===== config.mk =====
export PLATFORM = sky130hd
export DESIGN_NAME = ttt_engine
export DESIGN_NICKNAME = d
export VERILOG_FILES = /design/src/rtl/ttt_pkg.sv /design/src/rtl/ttt_line_check.sv /design/src/rtl/ttt_engine.sv
export SDC_FILE = /design/constraint.sdc
export NUM_CORES = 1
export LEC_CHECK = 0
export CORE_ASPECT_RATIO = 1.25
export CORE_MARGIN = 3
export CORE_UTILIZATION = 52
export CTS_CLUSTER_DIAMETER = 100
export DETAILED_ROUTE_END_ITERATION = 12
export PLACE_DENSITY = 0.78
export SLEW_MARGIN = 0
export SYNTH_ARGS = -nofsm -noshare
export SYNTH_HDL_FRONTEND = slang
export SYNTH_SLANG_ARGS = --single-unit

===== constraint.sdc =====
create_clock -name clk -period 2.73 [get_ports clk]
set_clock_uncertainty 0.2 [all_clocks]
set_input_delay 0.6825 -clock clk [delete_from_list [all_inputs] [get_ports clk]]
set_output_delay 0.6825 -clock clk [all_outputs]
set_load 0.02 [all_outputs]

===== src/rtl/ttt_pkg.sv =====
// Shared types for the tic-tac-toe engine: cell codes, result codes and FSM states.
// Optional undo support is enabled by defining TTT_UNDO_EN.
package ttt_pkg;

  typedef enum logic [1:0] {
    CELL_EMPTY = 2'b00,
    CELL_X     = 2'b01,
    CELL_O     = 2'b10
  } cell_t;

  typedef enum logic [1:0] {
    RES_NONE = 2'b00,
    RES_X    = 2'b01,
    RES_O    = 2'b10,
    RES_DRAW = 2'b11
  } result_t;

  typedef enum logic [1:0] {
    IDLE  = 2'b00,
    CHECK = 2'b01,
    DONE  = 2'b10
  } state_t;

  function automatic cell_t player_code(input logic p);
    return p ? CELL_O : CELL_X;
  endfunction

endpackage


===== src/rtl/ttt_line_check.sv =====
// Combinational win/full detection over an N x N board for one player.
// Unaffected by TTT_UNDO_EN.
module ttt_line_check
  import ttt_pkg::*;
#(
  parameter int N = 3
) (
  input  logic [2*N*N-1:0] board,
  input  logic             player,
  output logic             win,
  output logic             full
);

  cell_t          w_code;
  logic [N*N-1:0] w_match;
  logic [N*N-1:0] w_occ;
  logic [N-1:0]   w_row;
  logic [N-1:0]   w_col;
  logic [N-1:0]   w_diag;
  logic [N-1:0]   w_anti;

  assign w_code = player_code(player);

  for (genvar k = 0; k < N*N; k++) begin : g_cell
    assign w_match[k] = (board[2*k +: 2] == w_code);
    assign w_occ[k]   = (board[2*k +: 2] != CELL_EMPTY);
  end

  // Columns are strided in the flat board, so gather them per line.
  for (genvar i = 0; i < N; i++) begin : g_line
    logic [N-1:0] w_colv;
    for (genvar j = 0; j < N; j++) begin : g_col
      assign w_colv[j] = w_match[j*N + i];
    end
    assign w_row[i]  = &w_match[i*N +: N];
    assign w_col[i]  = &w_colv;
    assign w_diag[i] = w_match[i*N + i];
    assign w_anti[i] = w_match[i*N + (N-1-i)];
  end

  assign win  = (|w_row) | (|w_col) | (&w_diag) | (&w_anti);
  assign full = &w_occ;

endmodule


===== src/rtl/ttt_engine.sv =====
// Tic-tac-toe referee: accepts moves, rejects illegal ones, detects win/draw.
// Define TTT_UNDO_EN to add the one-level undo input.
module ttt_engine
  import ttt_pkg::*;
#(
  parameter int N  = 3,
  parameter int AW = $clog2(N)
) (
  input  logic             clk,
  input  logic             rst,
  input  logic             new_game,
`ifdef TTT_UNDO_EN
  input  logic             undo,
`endif
  input  logic             move_valid,
  output logic             move_ready,
  input  logic [AW-1:0]    move_row,
  input  logic [AW-1:0]    move_col,
  input  logic             move_player,
  output logic             illegal,
  output logic             turn,
  output logic [1:0]       result,
  output logic             result_valid,
  output logic [2*N*N-1:0] board
);

  localparam int IW = $clog2(N*N);

  state_t           r_state;
  logic [2*N*N-1:0] r_board;
  logic             r_turn;
  result_t          r_result;
  logic             r_rv;
  logic             r_illegal;
  logic             r_ready;
`ifdef TTT_UNDO_EN
  logic             r_undo_vld;
  logic [IW-1:0]    r_undo_idx;
`endif

  logic          w_in_range;
  logic [IW-1:0] w_idx;
  logic [1:0]    w_cell;
  logic          w_legal;
  logic          w_win;
  logic          w_full;

  // w_idx may alias for out-of-range indices; w_in_range masks that case.
  assign w_in_range = (int'(move_row) < N) && (int'(move_col) < N);
  assign w_idx      = IW'(move_row) * IW'(N) + IW'(move_col);
  assign w_cell     = r_board[2*w_idx +: 2];
  assign w_legal    = w_in_range && (w_cell == CELL_EMPTY) && (move_player == r_turn);

  ttt_line_check #(.N(N)) u_line (
    .board  (r_board),
    .player (r_turn),
    .win    (w_win),
    .full   (w_full)
  );

  always_ff @(posedge clk or posedge rst) begin
    if (rst) begin
      r_state   <= IDLE;
      r_board   <= '0;
      r_turn    <= 1'b0;
      r_result  <= RES_NONE;
      r_rv      <= 1'b0;
      r_illegal <= 1'b0;
      r_ready   <= 1'b0;
`ifdef TTT_UNDO_EN
      r_undo_vld <= 1'b0;
      r_undo_idx <= '0;
`endif
    end else begin
      r_illegal <= 1'b0;
      if (new_game) begin
        r_state  <= IDLE;
        r_board  <= '0;
        r_turn   <= 1'b0;
        r_result <= RES_NONE;
        r_rv     <= 1'b0;
        r_ready  <= 1'b1;
`ifdef TTT_UNDO_EN
        r_undo_vld <= 1'b0;
      end else if (undo) begin
        if (r_state == IDLE && r_undo_vld) begin
          r_board[2*r_undo_idx +: 2] <= CELL_EMPTY;
          r_turn     <= ~r_turn;
          r_undo_vld <= 1'b0;
        end else begin
          r_illegal <= 1'b1;
        end
`endif
      end else begin
        case (r_state)
          IDLE: begin
            r_ready <= 1'b1;
            if (move_valid && r_ready) begin
              if (w_legal) begin
                r_board[2*w_idx +: 2] <= player_code(r_turn);
                r_state <= CHECK;
                r_ready <= 1'b0;
`ifdef TTT_UNDO_EN
                r_undo_vld <= 1'b1;
                r_undo_idx <= w_idx;
`endif
              end else begin
                r_illegal <= 1'b1;
              end
            end
          end
          CHECK: begin
            if (w_win) begin
              r_result <= r_turn ? RES_O : RES_X;
              r_rv     <= 1'b1;
              r_state  <= DONE;
            end else if (w_full) begin
              r_result <= RES_DRAW;
              r_rv     <= 1'b1;
              r_state  <= DONE;
            end else begin
              r_turn  <= ~r_turn;
              r_state <= IDLE;
              r_ready <= 1'b1;
            end
          end
          DONE: r_ready <= 1'b0;
          default: begin
            r_state <= IDLE;
            r_ready <= 1'b0;
          end
        endcase
      end
    end
  end

  assign move_ready   = r_ready;
  assign illegal      = r_illegal;
  assign turn         = r_turn;
  assign result       = r_result;
  assign result_valid = r_rv;
  assign board        = r_board;

endmodule


### After elaboration in Yosys (flattened, before gate mapping)

Index checks and enable logic that the tools add are counted.

| word-level totals | value |
|---|---|
| flip-flop bits (word level) | 26 |
| logic and storage cells | 107 |

| cells by class | value |
|---|---|
| $add $sub $neg | 2 |
| $mul | 1 |
| order comparisons | 2 |
| equality and inequality tests | 19 |
| shift operators | 3 |
| multiplexer cells | 33 |
| bitwise gates (word level) | 4 |
| reduce and logical (&&, ||, !) cells | 36 |

Operators by type and width:

| operator | count |
|---|---|
| $mux W18 | 4 |
| $neg A5 Y34 | 1 |
| $shift A2 B34 Y18 const A | 1 |
| $shiftx A2 B34 Y18 | 1 |
| $reduce_and A3 Y1 | 11 |
| $reduce_bool A2 Y1 | 13 |
| $mux W2 | 10 |
| $bwmux W18 | 1 |
| $eq A2 B2 Y1 | 9 |
| $shiftx A18 B6 Y2 | 1 |
| $mux W1 | 16 |
| $ne A3 B3 Y1 const B | 4 |
| $reduce_and A9 Y1 | 1 |
| $ne A2 B2 Y1 const B | 3 |
| $pmux W2 S3 | 1 |
| $reduce_or A3 Y1 | 2 |
| $add A4 B2 Y4 | 1 |
| $logic_and A1 B1 Y1 | 4 |
| $logic_not A2 Y1 | 2 |
| $lt A2 B2 Y1 const B | 2 |
| $mul A2 B2 Y4 const B | 1 |
| $reduce_and A2 Y1 | 2 |
| $or A1 B1 Y1 | 3 |
| $reduce_bool A3 Y1 | 1 |
| 5 further kinds | 5 |

### Logic depth before layout (Yosys ltp)

Gate-level depths: netlist of the first run.

| depth | value |
|---|---|
| word-level depth | 10 |
| gate-level depth with buffers | 12 |
| depth with buffers taken out | 12 |

### Cells and area by module

Synthesis of the first run repeated with hierarchy kept, for this count alone.

| second synthesis, totals | value |
|---|---|
| cells, all modules | 219 |
| area, all modules | 2023.2 µm² |

By module, submodules not included:

| module | times used | cells an instance | area each (µm²) | seq. area each (µm²) |
|---|---|---|---|---|
| ttt_engine | 1 | 174 | 1695.4 | 650.6 |
| ttt_line_check | 1 | 45 | 327.8 | 0.0 |

### Worst setup path after synthesis of the first run

OpenSTA, ideal clock, no wires.

| timing path | value |
|---|---|
| kind | input port to flip-flop |
| start point | input move_row[0] |
| end point | register r_board[1], in the netlist board[1] |
| setup time | 78 ps |
| arrival | 3394 ps |
| required time | 2452 ps |
| path slack | -942 ps |
| stages | 11 |
| path buffers | 0 |
| path through | inv_1 > fa_1 > inv_1 > ha_1 > fa_1 > nor3_1 > ha_1 > nor4b_1 > nand3_1 > or3_1 > o2bb2ai_1 |

| between the ends | value |
|---|---|
| longest elaborated chain between the ends | 9 |
| elaborated cells on any way between the ends | 18 |

Ends and longest elaborated chain:

| what | line | source |
|---|---|---|
| from (decl) | ttt_engine.sv:17 | `input logic [AW-1:0] move_row,` |
| $mul A2 B2 Y4 | ttt_engine.sv:50 | `assign w_idx = IW'(move_row) * IW'(N) + IW'(move_col);` |
| $add A4 B2 Y4 | ttt_engine.sv:50 |  |
| $neg A5 Y34 | ttt_engine.sv:100 | `r_board[2*w_idx +: 2] <= player_code(r_turn);` |
| $shiftx A2 B34 Y18 / $shift A2 B34 Y18 (equally long branches) | ttt_engine.sv:100 |  |
| $bwmux W18 | ttt_engine.sv:100 |  |
| $mux W18 | ttt_engine.sv:99 | `if (w_legal) begin` |
| $mux W18 | ttt_engine.sv:98 | `if (move_valid && r_ready) begin` |
| $mux W18 | ttt_engine.sv:95 | `case (r_state)` |
| $mux W18 | ttt_engine.sv:76 | `if (new_game) begin` |
| to (signal, indexed assignment) | ttt_engine.sv:100 |  |
| to (decl) | ttt_engine.sv:30 | `logic [2*N*N-1:0] r_board;` |

Parallel ways exist; a longest one is shown, timed or not. The select of a mux whose other input is x is not followed.
A chain may end at the register's enable or synchronous reset.

### Worst setup path after layout of the first run

Same ends and word-level chain as after synthesis.

==> reports/summary.txt, run 1 <==
status - finished with violations
violated checks - negative setup slack
CP startpoint - move_row[0]
Placer Congestion - 0.979
via count - 1890
core area - 3250 sq um
die width - 58.6 microns
top cells by count, synth - dfrtp_1 (26), nand2_1 (24), mux2i_1 (18), nor2_1 (13), nand2b_1 (11)
Tmin final - 3.47 ns
average size of a mapped cell - 9.23 sq um
max cap viols - 0
Setup crit start kind - primary input
met1 wire length - 2.35 mm
Iter 0 DRT Violations - 119
Gate power share - 34.3%
pre-CTS WS - -1.53 ns
count of final max-slew check failures - 0
Top Layer Used - met4
# setup viols final - 21
pwr dens - 406 nW/um^2
RR Endpoint - move_ready
Starting Density - 55.4%
Post-DRT Antenna Nets - 0
Critical Path RT - 2.73 ns
top cells by area, synth - dfrtp_1 (36%), mux2i_1 (10%), nand2_1 (5.0%)
Post-synth ARST share - 100%
post-route cell area - 2710 sq um
initial antenna violation count - 0
setup tns final - -12.22 ns
NetSw - 0.337 mW
DP HPWL - 4.18 mm
Setup Crit Path Kind - in2reg
CTS clk-pin slew, worst paths - 0.10 ns
Ant. Diodes - 0
metal2 WL - 3.39 mm
GRT Overall Usage - 30.5%
Root Driver - clkbuf_8
worst r2r src - turn
1st-pass router iterations - 4
cell area after placement - 2400 sq um
Seq cells post-synth - 26
port buffer count - 32
CTS Hold Bufs - 0
Via density - 6.32
final hold vios - 0
Critical Path End - board[1]
num ports - 33
Post-Syn Instances - 195
Worst Hold Class - reg2reg
met3 wire length - 301 microns
num rows - 23
clk_lat worst skew - 0.28 ns
largest net degree at the start of global routing - 27
worst-case clock buffer depth - 2
maximum vdd drop - 0.320 mV
Syn-to-layout area delta - 50.7%
CP endpoint kind - flop
grt total ovfl - 0
R2R Setup Slk - 0.07 ns
switching share of power - 30.6%
hold slack - 0.337 ns
final worst slack - -0.741 ns
sequential-to-total area share from yosys stat - 36.1%
cts bufs inserted - 3
Synth cell types - 42
Die Y - 71.8 microns
drt drc - 0
Min-Delay Path Depth - 1
Tcrit/Tclk final - 127%
TritonCTS clock tree - yes
f_max - 288 MHz
R2R depth - 6
Clock power frac - 29.7%
Pint - 0.764 mW
Synth top area share - 36.1%
dominant cell by count in the synthesized netlist - dfrtp_1
Layout Nets - 279
synthesized area - 1800 sq um
Fill cells - 194
number of flops mapped to enable cells by yosys - 0
DIE AREA - 4210 sq um
global-route wire length before repair - 9.85 mm
wirelength, routed - 6.28 mm
# H-tree levels - 1
cell taking the most area after synthesis - dfrtp_1
Seq pwr share - 36.0%
vias in the first global route - 1944
P_leak - 1.16 nW
Top FF cell, synth - dfrtp_1
Slew HR - 62.6%
YS warnings - 0
CP max FO - 3
WL per Instance - 21.0 microns
CP arrival - 3.48 ns
RSZ-0062 raised after global routing - yes
clock sinks - 26
layout cells sized above 1 - 30.5%
Worst-Margin Slew - 0.561 ns
Syn Nets - 211
cells in the final DEF (no fill, tap or decap), drive strengths merged, types with 2 or more instances in the layout:
master and count:
buf 38, clkdlybuf4s50 28, dfrtp 26, nand2 24
mux2i 18, nor2 14, nand2b 11, inv 11
o22ai 10, nor3 8, nor3b 7, nand4 5
o21ai 5, ha 5, nand3b 4, nor2b 4
nand3 4, nor4 4, a31oi 3, or3b 3
clkbuf 3, mux4 2, a21o 2, o31ai 2
o21a 2, nor4b 2, fa 2
critical path, stage by stage:
cell and delay, ns:
buf_8 0.08, inv_4 0.03, fa_1 0.53, inv_1 0.05, ha_2 0.16, fa_2 0.46
nor3_4 0.26, ha_4 0.28, nor4b_4 0.28, nand3_2 0.14, or3_1 0.39, o2bb2ai_1 0.16
state kept, by name, indices dropped and copies added, names as in the netlist:
| name | flops |
|---|---|
| r_state | 2 |
| result | 2 |
| move_ready | 1 |
| result_valid | 1 |
| illegal | 1 |
| turn | 1 |
| board | 18 |
how the worst min path moves through the flow:
stage | from | endpoint | slack [ns]
2_1_floorplan | r_state[1] | illegal | 0.34
3_3_place_gp | result_valid | result_valid | 0.29
6_report | result_valid | result_valid | 0.34
3_5_place_dp | result[0] | result[0] | 0.32
5_1_grt | result_valid | result_valid | 0.35
4_1_cts | result[0] | result[0] | 0.34
power groups by stage:
stage,sequential (mW),combinational (mW),clock [mW]
2_1_floorplan,0.405,0.151,0
3_3_place_gp,0.403,0.269,0
3_5_place_dp,0.404,0.283,0
4_1_cts,0.396,0.337,0.331
5_1_grt,0.397,0.398,0.345
6_report,0.397,0.377,0.328
metal layers:
layer	up-vias	track usage [%]
met2	83	54.7
met1	944	37.2
met4	0	10.6
met5	-	0
li1	840	-
met3	23	3.60
what timing repair did:
action                                  CTS  global route
resized for setup                        38            15
pin swaps                                19             9
setup buffers                             6             4
endpoints found under the setup margin   21            21
through the flow:
step	cells	utilization, %	total power, mW
after detailed placement	286	73.8	0.686
after global routing	299	83.4	1.14
final	299	83.4	1.10
after CTS	296	80.8	1.06
after floorplan	195	-	0.556
after global placement	286	73.8	0.673
logic make-up after synthesis:
family | after synthesis | synth area share [%]
compound gates | 31 | 12.4
xor+xnor | 1 | 0.487
fa+ha+maj | 7 | 5.70
buf+inv | 16 | 3.47
flops | 26 | 36.1
mux | 20 | 12.5
simple gates | 94 | 29.3
final cells by class:
cell class	instances	area, sq um	area share, %
well taps	37	46.3	1.71
clock inverters	1	30.0	1.11
flip-flops and latches	26	651	24.0
inverters	12	55.1	2.03
clock buffers	3	41.3	1.52
multi-input cells	153	1280	47.2
repair buffers	67	608	22.4
Power figures use the tool's default switching activity.
==> inputs of run 2 (changes only) <==
SETUP_SLACK_MARGIN = 0.2   (was default)
==> reports/summary.txt, run 2 (same netlist as run 1, synthesis figures left out) <==
grt total ovfl - 0
largest net degree at the start of global routing - 27
Tcrit/Tclk final - 132%
WL per Instance - 21.0 microns
CTS clk-pin slew, worst paths - 0.10 ns
# setup viols final - 21
delay-heaviest family, CP - adder cells
GRT Overall Usage - 30.5%
Root Driver - clkbuf_8
pre-CTS WS - -1.53 ns
DP HPWL - 4.18 mm
Via density - 6.38
Placed Cells - 286
pwr dens - 407 nW/um^2
global-route wire length before repair - 9.85 mm
drt drc - 0
post-layout power - 1.11 mW
Worst Hold Class - reg2reg
RSZ-0062 raised after global routing - yes
num ports - 33
clk_lat worst skew - 0.28 ns
# H-tree levels - 1
Seq pwr share - 35.8%
Placer Congestion - 0.979
P_leak - 1.17 nW
Syn-to-layout area delta - 51.3%
Setup Crit Path Kind - in2reg
port buffer count - 32
cts bufs inserted - 3
violated checks - negative setup slack
Starting Density - 55.4%
crit path max-delay cell type - fa_1
Ant. Diodes - 0
Largest register FFs - 18
clock sinks - 26
status - finished with violations
final hold vios - 0
Tmin final - 3.59 ns
CP endpoint kind - flop
CP max FO - 3
DIE AREA - 4210 sq um
count of final max-slew check failures - 0
Post-DRT Antenna Nets - 0
critical path, cell by cell - buf_8 > inv_4 > fa_1 > inv_1 > ha_2 > fa_2 > nor3_4 > ha_4 > nor4b_4 > nand3_2 > or3_1 > o2bb2ai_1
final worst slack - -0.862 ns
Layout Nets - 280
wirelength, routed - 6.30 mm
num rows - 23
most common cell after layout, fill and taps aside - buf_4
NetSw - 0.340 mW
die width - 58.6 microns
via count - 1915
layout cells sized above 1 - 30.8%
core area - 3250 sq um
Setup crit start kind - primary input
Pint - 0.769 mW
Die Y - 71.8 microns
Iter 0 DRT Violations - 109
Worst-Margin Slew - 0.578 ns
max cap viols - 0
Max stage delay on crit path - 0.53 ns
Fill cells - 196
initial antenna violation count - 0
maximum vdd drop - 0.296 mV
worst-case clock buffer depth - 2
switching share of power - 30.6%
Finished Layout Cells - 300
Clock power frac - 29.5%
most frequent cells in the layout - buf_4 (31), clkdlybuf4s50_1 (28), dfrtp_1 (26)
f_max - 278 MHz
crit path buf inv count - 3
1st-pass router iterations - 4
CP arrival - 3.57 ns
Slew HR - 61.5%
Critical Path RT - 2.71 ns
TritonCTS clock tree - yes
Gate power share - 34.7%
setup tns final - -12.21 ns
vias in the first global route - 1944
## run 2: final cells by class
class	count	area, sq um	area share (%)
sequential	26	651	23.9
timing repair buffer	68	619	22.7
clock inverter	1	30.0	1.10
inverter	12	55.1	2.02
tap	37	46.3	1.70
multi-input combinational	153	1280	47.0
clock buffer	3	41.3	1.52
## run 2: worst paths after layout
kind | slack [ns] | depth (start not counted) | from | to
setup reg to reg | 0.17 | 9 | turn | board[1]
hold reg to reg | 0.34 | 1 | result_valid | result_valid
min in group asynchronous | 0.55 | 3 | rst | board[6]
max in group asynchronous | 1.52 | 3 | rst | board[17]
hold / removal | 0.34 | 1 | result_valid | result_valid
setup / recovery | -0.86 | 12 | move_row[0] | board[1]
## run 2: metal layers
metal,global-route usage [%],wire (microns),vias up
met5,0,0,-
met4,10.6,242,0
met3,3.60,312,27
met2,54.7,3400,93
met1,37.2,2350,949
li1,-,-,846
## run 2: timing repair
action                                 CTS  global route
pin swaps                               19             9
endpoints found under the hold margin    0             0
setup endpoints to repair               22            27
gates resized for setup                 38            16
buffers inserted                         6             4
hold buffers                             0             0
## run 2: power groups by stage
stage	Clock [mW]	Combinational [mW]	Sequential (mW)
final	0.328	0.384	0.397
after global routing	0.345	0.402	0.398
after CTS	0.331	0.337	0.396
after detailed placement	0	0.283	0.404
after global placement	0	0.269	0.403
after floorplan	0	0.151	0.405
## run 2: through the flow
step / hold slack, ns / instance area, sq um / utilization (%)
6_report: 0.340 / 2720 / 83.8
5_1_grt: 0.351 / 2720 / 83.8
4_1_cts: 0.339 / 2630 / 80.8
3_5_place_dp: 0.316 / 2400 / 73.8
3_3_place_gp: 0.295 / 2400 / 73.8
2_1_floorplan: 0.335 / 1860 / -
==> inputs of run 3 (changes only) <==
clock period = 3.7 ns   (was 2.73 ns; I/O delays follow)
==> reports/summary.txt, run 3 (same netlist as run 1, synthesis figures left out) <==
Worst-Margin Slew - 1.01 ns
layout cells sized above 1 - 25.1%
Clock power frac - 30.9%
Worst Hold Class - reg2reg
CP max FO - 3
most common cell after layout, fill and taps aside - clkdlybuf4s50_1
Setup Crit Path Kind - in2reg
NetSw - 0.234 mW
RSZ-0062 raised after global routing - yes
count of final max-slew check failures - 0
GR Util met3 - 3.42%
Slew HR - 32.6%
Layout Nets - 268
f_max - 277 MHz
die width - 58.6 microns
most used routing layer - met2
WL per Instance - 19.1 microns
vias in the first global route - 1861
P_leak - 1.08 nW
Setup crit start kind - primary input
M1 GR Usage - 35.8%
worst-case clock buffer depth - 2
Gate power share - 31.7%
global-route wire length before repair - 8.97 mm
via count - 1814
DIE AREA - 4210 sq um
Ant. Diodes - 0
clk_lat worst skew - 0.28 ns
most frequent cells in the layout - clkdlybuf4s50_1 (29), dfrtp_1 (26), nand2_1 (22)
initial antenna violation count - 0
status - finished, final reports clean
post-route cell area - 2550 sq um
CTS clk-pin slew, worst paths - 0.10 ns
switching share of power - 29.8%
cell area after placement - 2330 sq um
Max stage delay on crit path - 0.55 ns
GRT met2 Usage - 48.3%
grt total ovfl - 0
Critical Path RT - 3.71 ns
pwr dens - 307 nW/um^2
wirelength, routed - 5.50 mm
drt drc - 0
Placed Cells - 277
Seq pwr share - 37.4%
num rows - 23
Tmin final - 3.61 ns
num ports - 33
Tcrit/Tclk final - 97.6%
Pint - 0.551 mW
Critical Path Most Common Cell - ha_4
cts bufs inserted - 3
max cap viols - 0
TritonCTS clock tree - yes
Root Driver - clkbuf_8
Iter 0 DRT Violations - 118
largest net degree at the start of global routing - 27
1st-pass router iterations - 4
Via density - 6.30
clock sinks - 26
Die Y - 71.8 microns
maximum vdd drop - 0.215 mV
DP HPWL - 3.86 mm
GRT Overall Usage - 27.9%
final hold vios - 0
# H-tree levels - 1
Finished Layout Cells - 288
hold slack - 0.324 ns
CP arrival - 3.62 ns
# setup viols final - 0
pre-CTS WS - -0.807 ns
CP endpoint kind - flop
Post-DRT Antenna Nets - 0
Syn-to-layout area delta - 41.8%
Starting Density - 55.4%
critical path, cell by cell - buf_8 > inv_8 > fa_1 > inv_2 > ha_4 > fa_2 > nor3_4 > ha_4 > nor4b_2 > nand3_1 > or3_1 > o2bb2ai_1
Placer Congestion - 0.853
crit path max-delay cell type - fa_1
Largest register FFs - 18
port buffer count - 32
post-layout power - 0.785 mW
core area - 3250 sq um
final worst slack - 0.0875 ns
-- run 3: worst paths after layout --
path	endpoint	slack, ns	from	cells after the start
max	board[1]	0.09	move_col[1]	12
min	result[0]	0.32	result[0]	1
max reg2reg	move_ready	1.06	turn	6
min reg2reg	result[0]	0.32	result[0]	1
max in group asynchronous	board[14]	1.71	rst	2
min in group asynchronous	board[5]	0.98	rst	2
-- run 3: metrics by stage --
stage,utilization [%],TNS (ns)
5_1_grt,78.5,0
4_1_cts,75.8,0
3_5_place_dp,71.7,-14.36
2_1_floorplan,-,-0.0266
3_3_place_gp,71.7,-12.47
6_report,78.5,0
-- run 3: final cells by class --
cell class,instances,area (sq um)
inverter,12,56.3
sequential,26,651
fill,233,698
multi-input combinational,153,1220
tap,37,46.3
timing repair buffer,56,507
clock buffer,3,41.3
clock inverter,1,30.0
-- run 3: power groups by stage --
stage	Sequential [mW]	Combinational [mW]	Clock, mW
after floorplan	0.299	0.111	0
after global placement	0.299	0.180	0
after detailed placement	0.299	0.186	0
after CTS	0.293	0.204	0.241
after global routing	0.294	0.266	0.254
final	0.294	0.249	0.243
-- run 3: repair_timing --
| action | CTS | global route |
|---|---|---|
| pin swaps | 14 | 8 |
| gates resized for setup | 26 | 12 |
| hold buffers | 0 | 0 |
| setup buffers | 2 | 5 |
| hold endpoints to repair | 0 | 0 |
| setup endpoints to repair | 21 | 19 |
-- run 3: metal layers --
layer	wire length [microns]	share of wire [%]	up-vias
li1	-	-	821
met1	2180	40	908
met2	2920	53	70
met3	266	4.8	15
met4	123	2.2	0
met5	0	0	-
-- run 3: worst max-delay path: cells and delay by family --
kind,cells,cell delay (ns)
and+or+nand+nor,4,0.97
adders and majority gates,4,1.41
AOI/OAI and AO/OA,1,0.14
buffers and inverters,3,0.17
